==> config.mk <==
export PLATFORM = sky130hd
export DESIGN_NAME = vec_cmd_issuer
export DESIGN_NICKNAME = d
export VERILOG_FILES = /design/src/rtl/vec_pkg.sv /design/src/rtl/vec_cmd_fifo.sv /design/src/rtl/vec_cmd_issuer.sv
export SDC_FILE = /design/constraint.sdc
export NUM_CORES = 1
export LEC_CHECK = 0
export ABC_AREA = 1
export CORE_MARGIN = 3
export CORE_UTILIZATION = 35
export CTS_BUF_LIST = sky130_fd_sc_hd__clkbuf_16
export CTS_CLUSTER_DIAMETER = 30
export DETAILED_ROUTE_END_ITERATION = 7
export PLACE_DENSITY = 0.58
export SYNTH_ARGS = -nofsm -noshare
export SYNTH_HDL_FRONTEND = slang
export SYNTH_SLANG_ARGS = --single-unit
export TNS_END_PERCENT = 1
==> constraint.sdc <==
create_clock -name clk -period 4.75 [get_ports clk]
set_input_delay 0.95 -clock clk [delete_from_list [all_inputs] [get_ports clk]]
set_output_delay 0.95 -clock clk [all_outputs]
set_load 0.03 [all_outputs]
==> src/rtl/vec_pkg.sv <==
// Shared types for the vector command issuer: opcodes, FSM states and the queued command record.
package vec_pkg;

  localparam logic [6:0] VADD = 7'h00;
  localparam logic [6:0] VSUB = 7'h01;
  localparam logic [6:0] VMUL = 7'h02;
  localparam logic [6:0] VLE  = 7'h40;
  localparam logic [6:0] VSE  = 7'h20;

  localparam int unsigned CMD_W = 51;

  typedef enum logic [2:0] {
    StIdle,
    StIssue,
    StWait,
    StGap,
    StHalt
  } state_e;

  typedef struct packed {
    logic [6:0]  funct;
    logic [4:0]  vs1;
    logic [4:0]  vs2;
    logic [4:0]  vr;
    logic [24:0] vl;
    logic [3:0]  tag;
  } cmd_t;

  function automatic logic funct_legal(input logic [6:0] f);
    case (f)
      VADD, VSUB, VMUL, VLE, VSE: return 1'b1;
      default:                    return 1'b0;
    endcase
  endfunction

endpackage

==> src/rtl/vec_cmd_fifo.sv <==
// Synchronous command FIFO; pointers carry one extra wrap bit to tell full from empty.
module vec_cmd_fifo
  import vec_pkg::*;
#(
  parameter int unsigned DEPTH = 4
) (
  input  logic             clk,
  input  logic             rst_n,
  input  logic             push,
  input  logic [CMD_W-1:0] wdata,
  input  logic             pop,
  input  logic             flush,
  output logic [CMD_W-1:0] rdata,
  output logic             full,
  output logic             empty
);

  localparam int unsigned AW = $clog2(DEPTH);
  localparam int unsigned PW = AW + 1;

  logic [CMD_W-1:0] mem_q [DEPTH];
  logic [PW-1:0]    wr_ptr_q, rd_ptr_q;
  logic             do_push, do_pop;

  assign empty   = (wr_ptr_q == rd_ptr_q);
  assign full    = (wr_ptr_q[AW] != rd_ptr_q[AW]) && (wr_ptr_q[AW-1:0] == rd_ptr_q[AW-1:0]);
  assign do_push = push && !full && !flush;
  assign do_pop  = pop && !empty && !flush;
  assign rdata   = mem_q[rd_ptr_q[AW-1:0]];

  always_ff @(posedge clk or negedge rst_n) begin
    if (!rst_n) begin
      wr_ptr_q <= '0;
      rd_ptr_q <= '0;
    end else if (flush) begin
      wr_ptr_q <= '0;
      rd_ptr_q <= '0;
    end else begin
      if (do_push) wr_ptr_q <= wr_ptr_q + PW'(1);
      if (do_pop)  rd_ptr_q <= rd_ptr_q + PW'(1);
    end
  end

  // Storage needs no reset: only entries between the pointers are ever read.
  always_ff @(posedge clk) begin
    if (do_push) mem_q[wr_ptr_q[AW-1:0]] <= wdata;
  end

endmodule

==> src/rtl/vec_cmd_issuer.sv <==
// Queues vector commands and issues them one at a time to the vector unit's start/done port,
// tracking each to completion or timeout and reporting status per tag.
module vec_cmd_issuer
  import vec_pkg::*;
#(
  parameter int unsigned FIFO_DEPTH     = 4,
  parameter int unsigned TIMEOUT_CYCLES = 1024
) (
  input  logic        clk,
  input  logic        rst_n,
  input  logic        cmd_valid,
  output logic        cmd_ready,
  input  logic [6:0]  cmd_funct,
  input  logic [4:0]  cmd_vs1,
  input  logic [4:0]  cmd_vs2,
  input  logic [4:0]  cmd_vr,
  input  logic [24:0] cmd_vl,
  input  logic [3:0]  cmd_tag,
  input  logic        flush,
  output logic [6:0]  vu_funct,
  output logic [4:0]  vu_vs1,
  output logic [4:0]  vu_vs2,
  output logic [4:0]  vu_vr,
  output logic [24:0] vu_vl,
  output logic        vu_start,
  input  logic        vu_done,
  output logic        done_valid,
  output logic [3:0]  done_tag,
  output logic        illegal,
  output logic        timeout_err,
  output logic        busy
);

  localparam int unsigned CntW = $clog2(TIMEOUT_CYCLES);
  localparam logic [CntW-1:0] CntLast = CntW'(TIMEOUT_CYCLES - 1);

  state_e          state_q, state_d;
  logic [CntW-1:0] cnt_q, cnt_d;
  cmd_t            cur_q, cur_d;
  logic            done_valid_q, done_valid_d;
  logic [3:0]      done_tag_q, done_tag_d;
  logic            illegal_q, illegal_d;
  logic            timeout_q, timeout_d;

  cmd_t             in_cmd, head;
  logic [CMD_W-1:0] head_raw;
  logic             fifo_full, fifo_empty, fifo_push, fifo_pop;

  assign in_cmd = '{funct: cmd_funct, vs1: cmd_vs1, vs2: cmd_vs2, vr: cmd_vr,
                    vl: cmd_vl, tag: cmd_tag};
  assign head   = cmd_t'(head_raw);

  assign cmd_ready = !fifo_full && (state_q != StHalt);
  assign fifo_push = cmd_valid && cmd_ready && !flush;

  vec_cmd_fifo #(
    .DEPTH(FIFO_DEPTH)
  ) u_fifo (
    .clk  (clk),
    .rst_n(rst_n),
    .push (fifo_push),
    .wdata(in_cmd),
    .pop  (fifo_pop),
    .flush(flush),
    .rdata(head_raw),
    .full (fifo_full),
    .empty(fifo_empty)
  );

  always_comb begin
    state_d      = state_q;
    cnt_d        = cnt_q;
    cur_d        = cur_q;
    done_valid_d = 1'b0;
    done_tag_d   = done_tag_q;
    illegal_d    = 1'b0;
    timeout_d    = timeout_q;
    fifo_pop     = 1'b0;

    if (flush) timeout_d = 1'b0;

    case (state_q)
      StIdle: begin
        // A flush in the same cycle must not let the head slip out before it is dropped.
        if (!fifo_empty && !flush) begin
          fifo_pop = 1'b1;
          cur_d    = head;
          if (!funct_legal(head.funct)) begin
            illegal_d  = 1'b1;
            done_tag_d = head.tag;
          end else if (head.vl == '0) begin
            done_valid_d = 1'b1;
            done_tag_d   = head.tag;
          end else begin
            state_d = StIssue;
          end
        end
      end
      StIssue: begin
        cnt_d   = '0;
        state_d = StWait;
      end
      StWait: begin
        // Done on the terminal count still wins over the timeout.
        if (vu_done) begin
          done_valid_d = 1'b1;
          done_tag_d   = cur_q.tag;
          state_d      = StGap;
        end else if (cnt_q == CntLast) begin
          timeout_d  = 1'b1;
          done_tag_d = cur_q.tag;
          state_d    = StHalt;
        end else begin
          cnt_d = cnt_q + CntW'(1);
        end
      end
      StGap: begin
        state_d = StIdle;
      end
      StHalt: begin
        if (flush) state_d = StIdle;
      end
      default: begin
        state_d = StIdle;
      end
    endcase
  end

  always_ff @(posedge clk or negedge rst_n) begin
    if (!rst_n) begin
      state_q      <= StIdle;
      cnt_q        <= '0;
      cur_q        <= '0;
      done_valid_q <= 1'b0;
      done_tag_q   <= '0;
      illegal_q    <= 1'b0;
      timeout_q    <= 1'b0;
    end else begin
      state_q      <= state_d;
      cnt_q        <= cnt_d;
      cur_q        <= cur_d;
      done_valid_q <= done_valid_d;
      done_tag_q   <= done_tag_d;
      illegal_q    <= illegal_d;
      timeout_q    <= timeout_d;
    end
  end

  assign vu_funct    = cur_q.funct;
  assign vu_vs1      = cur_q.vs1;
  assign vu_vs2      = cur_q.vs2;
  assign vu_vr       = cur_q.vr;
  assign vu_vl       = cur_q.vl;
  assign vu_start    = (state_q == StIssue);
  assign done_valid  = done_valid_q;
  assign done_tag    = done_tag_q;
  assign illegal     = illegal_q;
  assign timeout_err = timeout_q;
  assign busy        = (state_q != StIdle) || !fifo_empty;

endmodule

==> impl_metrics.toml, run 1 <==
[floorplanning]
fp-row-count = 65
start_util = 0.3584
io_pins = 113
die_area_um2 = 34770
fp.dieH_um = 186.5
die_x_um = 186.5
fp.coreArea_um2 = 31800

[detailed_routing]
antenna_left = 0
remaining_drc_errors = 0
num_vias = 7212
drt-initial-drc-count = 423
drtPass1Iterations = 5
viasPerCell = 4.599
routed_wl_um = 25520
wire_per_inst_um = 16.27

[timing]
post-route-period-util = 0.7108
max_freq_mhz = 296.2
hold_violations = 0
maxSlewHeadroom = 0.1870
final.setup.tns_ns = 0
setup-violations-final = 0
clock-skew-final_ns = 0.01953
slew_viol_final = 0
layout_min_cycle_time_ns = 3.376
tightest_slew_ns = 1.218
rsz0062_at_grt = "no"

[clock_tree]
post_cts_resized = 0
cts_setup_buffers = 0
cts-htree-levels = 2
cts_hold_buf = 0
cts_buffer_depth = 3
root_buffer = "clkbuf_16"
clk_pin_slew_ns = 0.05
cts_tree = "built"
cts-buffers-inserted = 56
clock_latency_ns = 0.55
clock-sinks = 281

[logic_synthesis]
synth_top_area_frac = 0.5374
yosys-top-cells-area = "edfxtp_1 (54%), dfrtp_1 (17%), nand2_1 (9.6%)"
synth_compound_area_frac = 0.05642
syn-cell-area_um2 = 11400
seq_area_frac_synth = 0.7065
synth_nets = 1057
synthDistinctLibCells = 27
ys_ff_latch = 281
yosys.area_share.simple = 0.1605
synthMuxAreaShare = 0
syn_area_per_cell_um2 = 11.46
yosys_warnings = 0
synthAdderAreaFrac = 0.006586
synth_top_family_by_area = "simple AND/OR/NAND/NOR gates"
syn_inst = 995
synth-xor-area-share = 0.004610
synth_top_cell_by_area = "edfxtp_1"

[critical_path]
critical_path_required_ns = 3.80
crit_type = "register to primary output"
rr_startpoint = "u_fifo.rd_ptr_q[0]"
crit_family = "buffers and inverters"
critPathMaxStageDelay_ns = 0.66
arrival_ns = 2.43
rr_endpoint = "done_tag[2]"
path_buf_inv = 2
end_kind = "primary output"
reg2reg_slack_ns = 1.67
cp_slowest_cell = "dfrtp_4"
startpoint_type = "register"
r2r_cells = 12
crit_chain = "xnor2_1, nand2_1, o21ai_0, inv_1, clkdlybuf4s50_1"
path_max_fanout = 39

[worst_hold_path]
hold_path_class = "input port to asynchronous set/reset pin"

[grt]
overflow = 0
grt_usage = 0.1452
grt_max_degree = 70
antenna_found_initial = 0
grt_pass1_vias = 7375
grt_pass1_wl_um = 40480

[power_and_ir_drop]
power_frac_seq = 0.337
powerDensity_nw_per_um2 = 655.3
netSwitchingPower_mw = 3.034
p_leak_nw = 5.690
combPwrFrac = 0.250
power.share.clock = 0.413
power.internal_mw = 6.508
ir_drop_uv = 365.3
sw_frac_of_total = 0.3179

[placement]
io_buffer_count = 112
dpl_cell_area_um2 = 12600
place_hpwl_um = 15720
place.gp.congestion = 0.7293

[finish]
diodes = 0
nets = 1147
layout-drive-gt1-share = 0.1103
fin_area_um2 = 14560
syn2layout_area_growth_pct = 27.74

[status]
status = "finished, final reports clean"

[job]
maxCapViolCount = 0
[cells in the mapped netlist (all sizes together)]
cell	instances
a21oi	7
o21ai	91
clkbuf	16
a31oi	1
nand3	72
dfrtp	77
nor2	74
xor2	3
nor3	5
nand4	4
ha	6
edfxtp	204
nand2	295
buf	77
o22ai	22
a22o	1
xnor2	3
inv	37
[how the worst max path moves through the flow]
stage / from / to / slack (ns) / cells past startpoint
after detailed placement: flush / u_fifo.mem_q[1][10] / 1.19 / 5
after CTS: u_fifo.rd_ptr_q[0] / cmd_ready / 1.32 / 5
after global placement: flush / u_fifo.mem_q[1][10] / 1.28 / 5
after global routing: u_fifo.rd_ptr_q[0] / cmd_ready / 1.22 / 5
after floorplan: flush / u_fifo.wr_ptr_q[2] / 0.81 / 5
final: u_fifo.rd_ptr_q[0] / cmd_ready / 1.37 / 5
[cell families (layout without fill, tap and decap cells)]
family,count (synthesis),in the layout
and+or+nand+nor,450,450
DFF,281,281
buffers and inverters,130,268
AOI/OAI and AO/OA,122,122
adders and majority gates,6,6
xor gates and xnor gates,6,6
[flip-flops by register name (all words and copies together), names as in the netlist, 3 cells and up]
| name | count |
|---|---|
| u_fifo.mem_q | 204 |
| vu_vl | 25 |
| cnt_q | 10 |
| vu_funct | 7 |
| vu_vr | 5 |
| vu_vs1 | 5 |
| vu_vs2 | 5 |
| cur_q | 4 |
| done_tag | 4 |
| state_q | 3 |
| u_fifo.rd_ptr_q | 3 |
| u_fifo.wr_ptr_q | 3 |
[metrics by stage]
stage	worst slack, ns	total power, mW	std cells	util	hold slack (ns)
floorplan	0.8055	5.016	995	-	0.4431
global placement	1.279	5.643	1462	0.3963	0.4612
detailed placement	1.191	5.672	1462	0.3963	0.4615
CTS	1.325	9.657	1568	0.4579	0.4235
global route	1.219	10.06	1568	0.4579	0.4465
finish	1.374	9.542	1568	0.4579	0.4107
[area by class of cell]
cell class / instances / area [um2]
fill: 2848 / 17240
sequential: 281 / 8058
multi-input combinational: 584 / 2633
clock buffer: 58 / 1451
timing repair buffer: 125 / 1229
tap: 435 / 544.3
clock inverter: 48 / 506.7
inverter: 37 / 138.9
[worst register-to-register path: stages (launching register included)]
cell and delay [ns]:
dfrtp_4 0.66, inv_2 0.97, nand2_1 0.16, nand3_1 0.14, nand2_1 0.18, o21ai_0 0.20, nand2_1 0.07, nand3_1 0.15
nand2_1 0.12, nand3_2 0.13, nand2_2 0.09, nand2_1 0.07, nand2_1 0.04
[power by group through the flow]
stage	logic (mW)	clock network (mW)	registers, mW
floorplan	1.81	0	3.21
global placement	2.38	0	3.26
detailed placement	2.41	0	3.26
CTS	2.43	4.01	3.22
global route	2.65	4.16	3.26
finish	2.39	3.94	3.21
[metal layers]
layer  GRT usage  wire length, um
met1      0.1910            11360
met2      0.2449            12510
met3     0.02874             1207
met4     0.04362              442
met5           0                0
[cells in the final DEF, fill, tap and decap left out]
master	n
nor3_4	1
nand3_2	2
clkinvlp_4	8
inv_1	38
clkinv_8	1
clkinv_2	10
buf_4	13
nand4_1	4
xor2_1	3
nor2_2	4
buf_12	1
clkdlybuf4s50_1	111
bufinv_16	9
a31oi_1	1
o21ai_0	88
ha_1	6
o22ai_1	22
nand2_2	2
dfrtp_1	75
o21ai_1	3
nor2_1	66
inv_2	3
xnor2_1	3
clkinv_4	6
nor3_1	4
nand2_1	293
clkbuf_16	58
clkinv_1	9
nor2_4	4
dfrtp_2	1
edfxtp_1	204
dfrtp_4	1
a22o_1	1
inv_6	1
nand3_1	70
a21oi_1	7
Power figures use the tool's default switching activity.
==> run 2, diff against run 1 <==
- PLACE_DENSITY: 0.58 -> 0.6
- clock period: 4.75 -> 2.8 ns (I/O delays scaled with it)
==> impl_metrics.toml, run 2 (synthesis gave the netlist of run 1 again) <==
[status]
status = "finished with violations"
failed_checks = "hold timing"

[timing]
layout_min_cycle_time_ns = 2.704
setup-violations-final = 0
maxSlewHeadroom = 0.6258
slew_viol_final = 0
final.setup.tns_ns = 0
holdWs_ns = -0.004876
tightest_slew_ns = 0.5614
clock-skew-final_ns = 0.01478
hold_violations = 2
max_freq_mhz = 369.9
post-route-period-util = 0.9656
rsz0062_at_grt = "no"

[clock_tree]
cts-htree-levels = 2
root_buffer = "clkbuf_16"
cts_buffer_depth = 3
clock-sinks = 281
clock_latency_ns = 0.56
cts-buffers-inserted = 54
cts_tree = "built"
cts_setup_buffers = 0
clk_pin_slew_ns = 0.05

[grt]
grt_max_degree = 46
antenna_found_initial = 1
grt_pass1_vias = 7359
grt_pass1_wl_um = 40750
grt_usage = 0.1477
overflow = 0

[finish]
utilization = 0.4602
syn2layout_area_growth_pct = 28.40
stdcell_count = 1581
nets = 1162
nFillCells = 2855
largest_register_ff_count = 204
layout_common_cells = "nand2_1 (293), edfxtp_1 (204), clkdlybuf4s50_1 (109)"
diodes = 0
multi_input_area_um2 = 2633
layout_commonest_cell = "nand2_1"
layout-drive-gt1-share = 0.1213
ff_latch_area_um2 = 8058

[power_and_ir_drop]
total_power_mw = 16.01
powerDensity_nw_per_um2 = 1094
ir_drop_uv = 452.8
p_leak_nw = 5.745

[detailed_routing]
antenna_left = 0
remaining_drc_errors = 0
viasPerCell = 4.625
drt-initial-drc-count = 428
num_vias = 7312
wire_per_inst_um = 16.39
drtPass1Iterations = 5
routed_wl_um = 25910

[floorplanning]
fp-row-count = 65
die_area_um2 = 34770
fp.coreArea_um2 = 31800
die_x_um = 186.5
fp.dieH_um = 186.5
io_pins = 113
start_util = 0.3584

[critical_path]
end_kind = "primary output"
critical_path_required_ns = 2.24
startpoint_type = "register"
crit_type = "register to primary output"
path_max_fanout = 34
arrival_ns = 2.14

[worst_hold_path]
hold_path_class = "input port to asynchronous set/reset pin"

[placement]
placed_cells = 1479
place.gp.congestion = 0.7586
place_hpwl_um = 16720
io_buffer_count = 112

[job]
maxCapViolCount = 0
==> run 2: critical path: stages, from the launching register on <==
cell and delay [ns]:
dfrtp_4 0.63, xnor2_1 0.37, nand4_1 0.20, dlygate4sd2_1 0.40
==> run 2: power breakdown <==
part	leakage, nW	internal (mW)	switching [mW]	total, mW
clock network	0.914	4.21	2.17	6.38
logic	2.00	1.46	2.71	4.17
registers	2.83	5.08	0.375	5.46
total	5.75	10.8	5.25	16.0
==> run 2: layout make-up <==
| cell class | count | share of cell area |
|---|---|---|
| Clock buffer | 54 | 0.09233 |
| Clock inverter | 48 | 0.03471 |
| Timing Repair Buffer | 142 | 0.09584 |
| Multi-Input combinational cell | 584 | 0.1799 |
| Sequential cell | 281 | 0.5506 |
| Inverter | 37 | 0.009490 |
| Tap cell | 435 | 0.03719 |
==> run 2: path summary, 6_finish.rpt <==
path                                    end  slack (ns)  cells past startpoint          startpoint
worst min register to register    vu_vs1[1]        0.47                      2           vu_vs1[1]
worst max register to register  done_tag[3]        0.38                     14  u_fifo.rd_ptr_q[0]
worst max-delay path                   busy         0.1                      3  u_fifo.rd_ptr_q[0]
max in group asynchronous         vu_vs2[2]        2.21                      2               rst_n
worst min-delay path              vu_vs2[0]      -0.005                      1               rst_n
min in group clk                  vu_vs1[1]        0.47                      2           vu_vs1[1]
==> run 2: layer usage <==
metal,vias to the layer above,global-route usage,share of wire
met5,-,0,0
met4,0,0.05089,0.025
met3,50,0.02555,0.039
met2,155,0.2493,0.49
met1,3534,0.1940,0.44
li1,3573,-,-
==> run 2: repair_timing <==
| action | 4_1_cts | 5_1_grt |
|---|---|---|
| resized for setup | 1 | 0 |
| endpoints found under the setup margin | 1 | 0 |
| hold buffers | 0 | 0 |
==> run 2: through the flow <==
step / instance area, um2 / setup WS, ns
2_1_floorplan: 11410 / -0.3139
3_3_place_gp: 12780 / 0.3283
3_5_place_dp: 12780 / 0.2621
4_1_cts: 14640 / 0.09292
5_1_grt: 14640 / 0.01999
6_report: 14640 / 0.09643
==> run 3, diff against run 2 <==
- DONT_BUFFER_PORTS: unset -> 1
- PLACE_DENSITY: 0.6 -> 0.56
==> impl_metrics.toml, run 3 (synthesis gave the netlist of run 1 again) <==
[timing]
max_freq_mhz = 413.3
tightest_slew_ns = 0.7127
clock-skew-final_ns = 0.02744
slew_viol_final = 0
final.setup.tns_ns = 0
layout_min_cycle_time_ns = 2.420
hold_violations = 0
rsz0062_at_grt = "no"
setup-violations-final = 0
maxSlewHeadroom = 0.5248
post-route-period-util = 0.8641

[clock_tree]
post_cts_resized = 0
cts-buffers-inserted = 53
root_buffer = "clkbuf_16"
clk_pin_slew_ns = 0.05
cts-htree-levels = 2
cts_buffer_depth = 3
clock-sinks = 281
cts_setup_buffers = 0
cts_tree = "built"
clock_latency_ns = 0.56

[finish]
layout_common_cells = "nand2_1 (293), edfxtp_1 (204), o21ai_0 (88)"
layout_commonest_cell = "nand2_1"
diodes = 0
nFillCells = 2940
largest_register_ff_count = 204
layout-drive-gt1-share = 0.1172
utilization = 0.4228
syn2layout_area_growth_pct = 17.96
nets = 1041

[power_and_ir_drop]
ir_drop_uv = 490.8
p_leak_nw = 5.292
powerDensity_nw_per_um2 = 1120
total_power_mw = 15.06

[critical_path]
crit_type = "register to primary output"
reg2reg_slack_ns = 0.50
arrival_ns = 1.86
r2r_cells = 12
startpoint_type = "register"
path_max_fanout = 4
end_kind = "primary output"
critical_path_required_ns = 2.24
rr_startpoint = "u_fifo.rd_ptr_q[1]"
rr_endpoint = "done_tag[3]"

[floorplanning]
die_x_um = 186.5
fp.coreArea_um2 = 31800
die_area_um2 = 34770
start_util = 0.3584
fp-row-count = 65
fp.dieH_um = 186.5
io_pins = 113

[worst_hold_path]
whs_endpoint = "u_fifo.mem_q[2][9]"
holdCritStartpoint = "cmd_vl[5]"
hold_path_class = "input port to register"
hold_depth = 0

[detailed_routing]
num_vias = 6937
drt-initial-drc-count = 427
remaining_drc_errors = 0
viasPerCell = 4.755
drtPass1Iterations = 4
wire_per_inst_um = 17.85
routed_wl_um = 26040
antenna_left = 0

[grt]
overflow = 0
grt_pass1_vias = 6887
grt_usage = 0.1491
grt_max_degree = 78
antenna_found_initial = 0
grt_pass1_wl_um = 40470

[status]
status = "finished, final reports clean"

[placement]
io_buffer_count = 0
place_hpwl_um = 15660
place.gp.congestion = 0.7638

[job]
maxCapViolCount = 0
-- run 3: changes by cell type in the layout (fill, tap and decap cells not counted), sizes merged --
cell           delta
clkdlybuf4s50   -109
buf              -11
clkinv            +6
inv               -5
clkinvlp          -3
bufinv            +1
clkbuf            -1
dlygate4sd2       -1
dlygate4sd3       +1
-- run 3: layout make-up --
| cell class | count | area, um2 | share of cell area |
|---|---|---|---|
| Sequential cell | 281 | 8058 | 0.5993 |
| Multi-Input combinational cell | 584 | 2633 | 0.1958 |
| Clock buffer | 53 | 1326 | 0.09864 |
| Tap cell | 435 | 544.3 | 0.04048 |
| Clock inverter | 47 | 469.2 | 0.03490 |
| Timing Repair Buffer | 22 | 275.3 | 0.02047 |
| Inverter | 37 | 140.1 | 0.01042 |
-- run 3: what timing repair did --
item	CTS	global route
endpoints found under the hold margin	77	0
setup endpoints to repair	0	0
hold buffers	2	0
-- run 3: report_power, final --
group	internal, mW	switching (mW)
sequential	5.08	1.11
combinational	0.807	1.86
clock	4.17	2.03
total	10.1	5.00
-- run 3: metrics by stage --
step	setup WS [ns]	hold WS [ns]	instance area (um2)	cells
global route	0.2028	0.06153	13450	1459
CTS	0.3452	0.07166	13450	1459
finish	0.3805	0.09365	13450	1459
global placement	0.5399	0.2680	11610	1357
floorplan	-0.3139	0.2644	11410	995
detailed placement	0.4863	0.2677	11610	1357
-- run 3: worst max-delay path by stage --
stage,from,to,slack [ns]
floorplan,u_fifo.rd_ptr_q[0],u_fifo.mem_q[3][0],-0.31
global placement,u_fifo.rd_ptr_q[1],done_tag[2],0.54
detailed placement,u_fifo.rd_ptr_q[1],done_tag[3],0.49
CTS,state_q[2],busy,0.35
global route,u_fifo.rd_ptr_q[0],done_tag[2],0.20
finish,state_q[2],busy,0.38
-- run 3: worst max-delay path: stages (launching register included) --
cell and delay (ns):
dfrtp_1 0.41, nor2_1 0.20, nand2_1 0.15, inv_1 0.15, nand4_1 0.41
-- run 3: per-layer routing --
metal | up-vias | track usage | share of wire
met5 | - | 0 | 0
met2 | 158 | 0.2438 | 0.48
li1 | 3346 | - | -
met4 | 0 | 0.05874 | 0.030
met3 | 47 | 0.04866 | 0.069
met1 | 3386 | 0.1844 | 0.42
